`config.mk`:
```
export PLATFORM = sky130hd
export DESIGN_NAME = multi_pixel_filter
export DESIGN_NICKNAME = d
export VERILOG_FILES = /design/src/rtl/multi_pixel_filter.sv
export SDC_FILE = /design/constraint.sdc
export NUM_CORES = 1
export LEC_CHECK = 0
export ABC_AREA = 0
export ABC_CLOCK_PERIOD_IN_PS = 10800
export BUFFER_PORTS_ARGS = -buffer_cell sky130_fd_sc_hd__buf_2
export CAP_MARGIN = 20
export CELL_PAD_IN_SITES_DETAIL_PLACEMENT = 0
export CELL_PAD_IN_SITES_GLOBAL_PLACEMENT = 1
export CORE_UTILIZATION = 48
export CTS_BUF_LIST = sky130_fd_sc_hd__clkbuf_8
export DETAILED_ROUTE_END_ITERATION = 8
export PLACE_DENSITY_LB_ADDON = 0.08
export SLEW_MARGIN = 10
export SYNTH_ARGS = -nofsm -noshare
export SYNTH_HDL_FRONTEND = slang
export SYNTH_SLANG_ARGS = --single-unit
```
`constraint.sdc`:
```
create_clock -name clk -period 10.8 [get_ports clk]
set_input_delay 2.16 -clock clk [delete_from_list [all_inputs] [get_ports clk]]
set_output_delay 2.16 -clock clk [all_outputs]
set_load 0.02 [all_outputs]
```
`src/rtl/multi_pixel_filter.sv`:
```
// 3x3 neighbourhood filter. It applies one selectable kernel to each 8-bit
// channel on its own and registers the result with a single-cycle latency.
// The only state in the block is the output register.
module multi_pixel_filter #(
  parameter int DATA_WIDTH = 24
) (
  input  logic                  clk,
  input  logic                  n_rst,
  input  logic [DATA_WIDTH-1:0] window_0,
  input  logic [DATA_WIDTH-1:0] window_1,
  input  logic [DATA_WIDTH-1:0] window_2,
  input  logic [DATA_WIDTH-1:0] window_3,
  input  logic [DATA_WIDTH-1:0] window_4,
  input  logic [DATA_WIDTH-1:0] window_5,
  input  logic [DATA_WIDTH-1:0] window_6,
  input  logic [DATA_WIDTH-1:0] window_7,
  input  logic [DATA_WIDTH-1:0] window_8,
  input  logic [3:0]            sw,
  output logic [DATA_WIDTH-1:0] output_1
);

  localparam int NUM_CH = DATA_WIDTH / 8;

  localparam logic [3:0] SW_BOX    = 4'b0100;
  localparam logic [3:0] SW_SOBELX = 4'b0101;
  localparam logic [3:0] SW_CENTRE = 4'b0110;
  localparam logic [3:0] SW_HDIFF  = 4'b0111;
  localparam logic [3:0] SW_GAUSS  = 4'b1100;

  logic [DATA_WIDTH-1:0] win [9];
  logic [DATA_WIDTH-1:0] output_next;

  assign win[0] = window_0;
  assign win[1] = window_1;
  assign win[2] = window_2;
  assign win[3] = window_3;
  assign win[4] = window_4;
  assign win[5] = window_5;
  assign win[6] = window_6;
  assign win[7] = window_7;
  assign win[8] = window_8;

  // One identical datapath per channel. The sums are 12 bits wide so they
  // never wrap, and every reduction back to 8 bits is an explicit shift or
  // a divide.
  genvar gi;
  generate
    for (gi = 0; gi < NUM_CH; gi++) begin : g_chan
      logic [7:0]         p [9];
      logic [11:0]        box_sum;
      logic [11:0]        gauss_sum;
      logic [11:0]        sobel_pos;
      logic [11:0]        sobel_neg;
      logic signed [11:0] sobel_diff;
      logic [11:0]        sobel_mag;
      logic [7:0]         hdiff;
      logic [7:0]         chan_next;

      // Pull this channel's byte out of each window position.
      always_comb begin
        for (int k = 0; k < 9; k++) begin
          p[k] = win[k][gi*8 +: 8];
        end
      end

      // Kernel arithmetic. All kernels are computed in parallel, and the
      // selected one is muxed afterwards.
      always_comb begin
        box_sum = 12'd0;
        for (int k = 0; k < 9; k++) begin
          box_sum = box_sum + {4'd0, p[k]};
        end

        gauss_sum = {4'd0, p[0]} + {3'd0, p[1], 1'b0} + {4'd0, p[2]}
                  + {3'd0, p[3], 1'b0} + {2'd0, p[4], 2'b0} + {3'd0, p[5], 1'b0}
                  + {4'd0, p[6]} + {3'd0, p[7], 1'b0} + {4'd0, p[8]};

        // Left column minus right column, with the middle row weighted by 2.
        sobel_pos  = {4'd0, p[0]} + {3'd0, p[3], 1'b0} + {4'd0, p[6]};
        sobel_neg  = {4'd0, p[2]} + {3'd0, p[5], 1'b0} + {4'd0, p[8]};
        sobel_diff = $signed(sobel_pos) - $signed(sobel_neg);
        sobel_mag  = sobel_diff[11] ? 12'(-sobel_diff) : 12'(sobel_diff);

        hdiff = (p[6] >= p[8]) ? (p[6] - p[8]) : (p[8] - p[6]);
      end

      // Kernel select. Any unlisted code passes the centre pixel through.
      always_comb begin
        chan_next = p[4];
        case (sw)
          SW_BOX:    chan_next = 8'(box_sum / 12'd9);
          SW_SOBELX: chan_next = 8'(sobel_mag >> 2);
          SW_CENTRE: chan_next = p[4];
          SW_HDIFF:  chan_next = hdiff;
          SW_GAUSS:  chan_next = 8'(gauss_sum >> 4);
          default:   chan_next = p[4];
        endcase
      end

      assign output_next[gi*8 +: 8] = chan_next;
    end
  endgenerate

  // Output register. A synchronous reset loads zero, whatever the inputs are.
  always_ff @(posedge clk) begin
    if (n_rst) begin
      output_1 <= '0;
    end else begin
      output_1 <= output_next;
    end
  end

endmodule

```
==> impl_metrics.json <==
{
  "route.vias.total": 15670,
  "hold_violations": 0,
  "root_buffer": "clkbuf_8",
  "dp_hpwl_mm": 48.80,
  "start_util_pct": 48.56,
  "finalSetupViolCount": 0,
  "drc_errors": 0,
  "rsz0062_at_grt": "false",
  "track_usage_pct": 27.46,
  "coreArea_um2": 39730,
  "synth_area_leaders": "fa_1, ha_1, inv_1",
  "regMostFlops": "output_1",
  "place_congestion": 0.8825,
  "ant_nets": 0,
  "dp_cells": 2780,
  "numPortBuffers": 245,
  "outcome": "complete, no violations",
  "synth-seq-cells": 24,
  "finalMaxSlewViolations": 0,
  "synthFlopType": "dfxtp_1",
  "clk_path_buf_depth": 2,
  "wire_per_inst_um": 19.54,
  "reg_top3": "output_1: 24 flops",
  "synthArstFlopShare_pct": 0,
  "netlist_area_um2": 19290,
  "die_w_um": 202.5,
  "rows": 73,
  "gr-total-overflow": 0,
  "fin_setup_tns_ns": 0,
  "critPathArrivalTime_ns": 10.47,
  "final_cell_count_no_fill": 2790,
  "cts_made_buffers": 3,
  "yosysTopAreaCell": "fa_1",
  "crit_type": "in2reg",
  "io_pins": 246,
  "ys_warn_count": 0,
  "synth-edff-count": 0,
  "worstPathRequired_ns": 10.96,
  "path_common_cell": "inv_1",
  "cts.htree.levels": 1,
  "antenna_found_initial": 2,
  "critPathMaxFanout": 11,
  "hold_path.class": "in2reg",
  "worst_pin_slew_ns": 1.131,
  "grt_first_pass_wirelength_mm": 88.80,
  "area_growth_pct": 10.62,
  "routed_via_density": 5.616,
  "max_slew_margin_pct": 24.40,
  "drt_iter0_drc": 801,
  "max_freq_mhz": 96.98,
  "yosysSeqAreaShare_pct": 2.490,
  "yosysMostFrequentCell": "fa_1",
  "slowest_delay_ns": 0.54,
  "cts_tree": "done",
  "die_h_um": 202.5,
  "ys_types": 103,
  "maxCapViolations": 0,
  "slowest_stage": "fa_1",
  "wl_mm": 54.52,
  "drt_pass1_iterations": 5,
  "synthTopCellsByCount": "fa_1, inv_1, ha_1",
  "syn_inst": 2030,
  "grt_pass1_vias": 16610,
  "synth_area_per_cell_um2": 9.504,
  "drive_gt1_share_pct": 14.86,
  "cts_num_sinks": 24,
  "end_kind": "flip-flop",
  "critPathLaunchType": "input port",
  "largest_register_ffs": 24,
  "cts.clk_slew.worst_paths_ns": 0.11,
  "synth_top_area_share_pct": 43.27,
  "synth.net_count": 2834,
  "min_period_ns": 10.31,
  "fin_nets": 3066,
  "finalCritPeriodShare_pct": 95.47,
  "die_area_um2": 41000,
  "grt_max_degree": 38
}
-- repair_timing --
| action | CTS | global route |
|---|---|---|
| hold endpoints to repair | 0 | 0 |
| setup buffers | 0 | 2 |
| hold buffers | 0 | 0 |
| setup endpoints to repair | 0 | 3 |
| resized for setup | 0 | 14 |
-- metrics by stage --
step / worst slack, ns / utilization [%] / hold slack [ns] / area (um^2)
6_report: 0.4888 / 53.71 / 2.176 / 21340
3_5_place_dp: 0.01657 / 53.27 / 2.498 / 21170
2_1_floorplan: 0.9430 / - / 2.237 / 19290
5_1_grt: 0.01715 / 53.70 / 2.177 / 21340
3_3_place_gp: 0.1301 / 53.27 / 2.490 / 21170
4_1_cts: 0.3023 / 53.45 / 2.164 / 21240
-- logic make-up (layout without fill, tap and decap cells) --
| group | after synthesis | count (layout) | share of synthesized area [%] |
|---|---|---|---|
| XOR/XNOR | 112 | 112 | 5.156 |
| multiplexers | 34 | 34 | 1.874 |
| AO/OA/AOI/OAI | 523 | 523 | 19.11 |
| adder cells (fa/ha/maj) | 585 | 585 | 54.13 |
| other | 0 | 4 | 0 |
| AND/OR/NAND/NOR | 387 | 387 | 10.08 |
| flip-flops | 24 | 24 | 2.490 |
| buffers and inverters | 365 | 596 | 7.160 |
-- final cells by class --
class	instances	area, um^2
antenna	4	10.01
clock buffer	3	41.29
clock inverter	1	30.03
fill	3727	18390
inverter	325	1220
multi-input combinational	1641	17510
sequential	24	480.5
tap	525	656.9
timing repair buffer	267	1391
-- per-layer routing --
layer | track usage, % | up-vias | share of wire [%]
met3 | 1.862 | 56 | 3.9
met4 | 5.585 | 0 | 1.9
met1 | 37.83 | 7784 | 44
met2 | 47.73 | 407 | 50
met5 | 0 | - | 0
li1 | - | 7423 | -
-- worst max-delay path: cells and delay by family --
family / cells / cell delay, ns
AO/OA/AOI/OAI: 10 / 2.56
adder cells (fa/ha/maj): 6 / 2.70
buffers and inverters: 7 / 0.57
multiplexers: 2 / 0.35
AND/OR/NAND/NOR: 7 / 2.09
-- final timing paths --
path | cells past startpoint | startpoint | slack [ns] | end
worst max-delay path | 32 | window_0[20] | 0.49 | output_1[17]
worst min-delay path | 3 | window_4[23] | 2.18 | output_1[23]
-- cells in the final DEF, fill, tap and decap left out, types with 9 or more instances in the layout --
cell	netlist	final
fa_1	417	417
inv_1	324	324
buf_2	3	245
ha_1	165	165
a21oi_1	137	136
nor2_1	112	112
xnor2_1	80	79
o21ai_0	72	71
nand2_1	69	69
a21o_1	57	57
nor3_1	47	46
nand3_1	32	32
xor2_1	31	31
dfxtp_1	24	24
mux2i_1	23	23
buf_4	0	22
o211ai_1	21	21
a211oi_1	22	20
o21bai_1	20	20
a221oi_1	20	19
o21a_1	18	17
and2_1	16	16
o221ai_1	16	16
or3_1	15	15
nor2b_1	14	14
or2_2	11	11
nand4_1	11	11
and3_1	10	10
a31oi_1	10	10
o22ai_1	10	10
mux2_2	9	9
o211a_1	9	9
a21boi_0	9	9
Power is not shown: default switching activity piles up to over one toggle a cycle in this logic, so the estimate is an artifact.
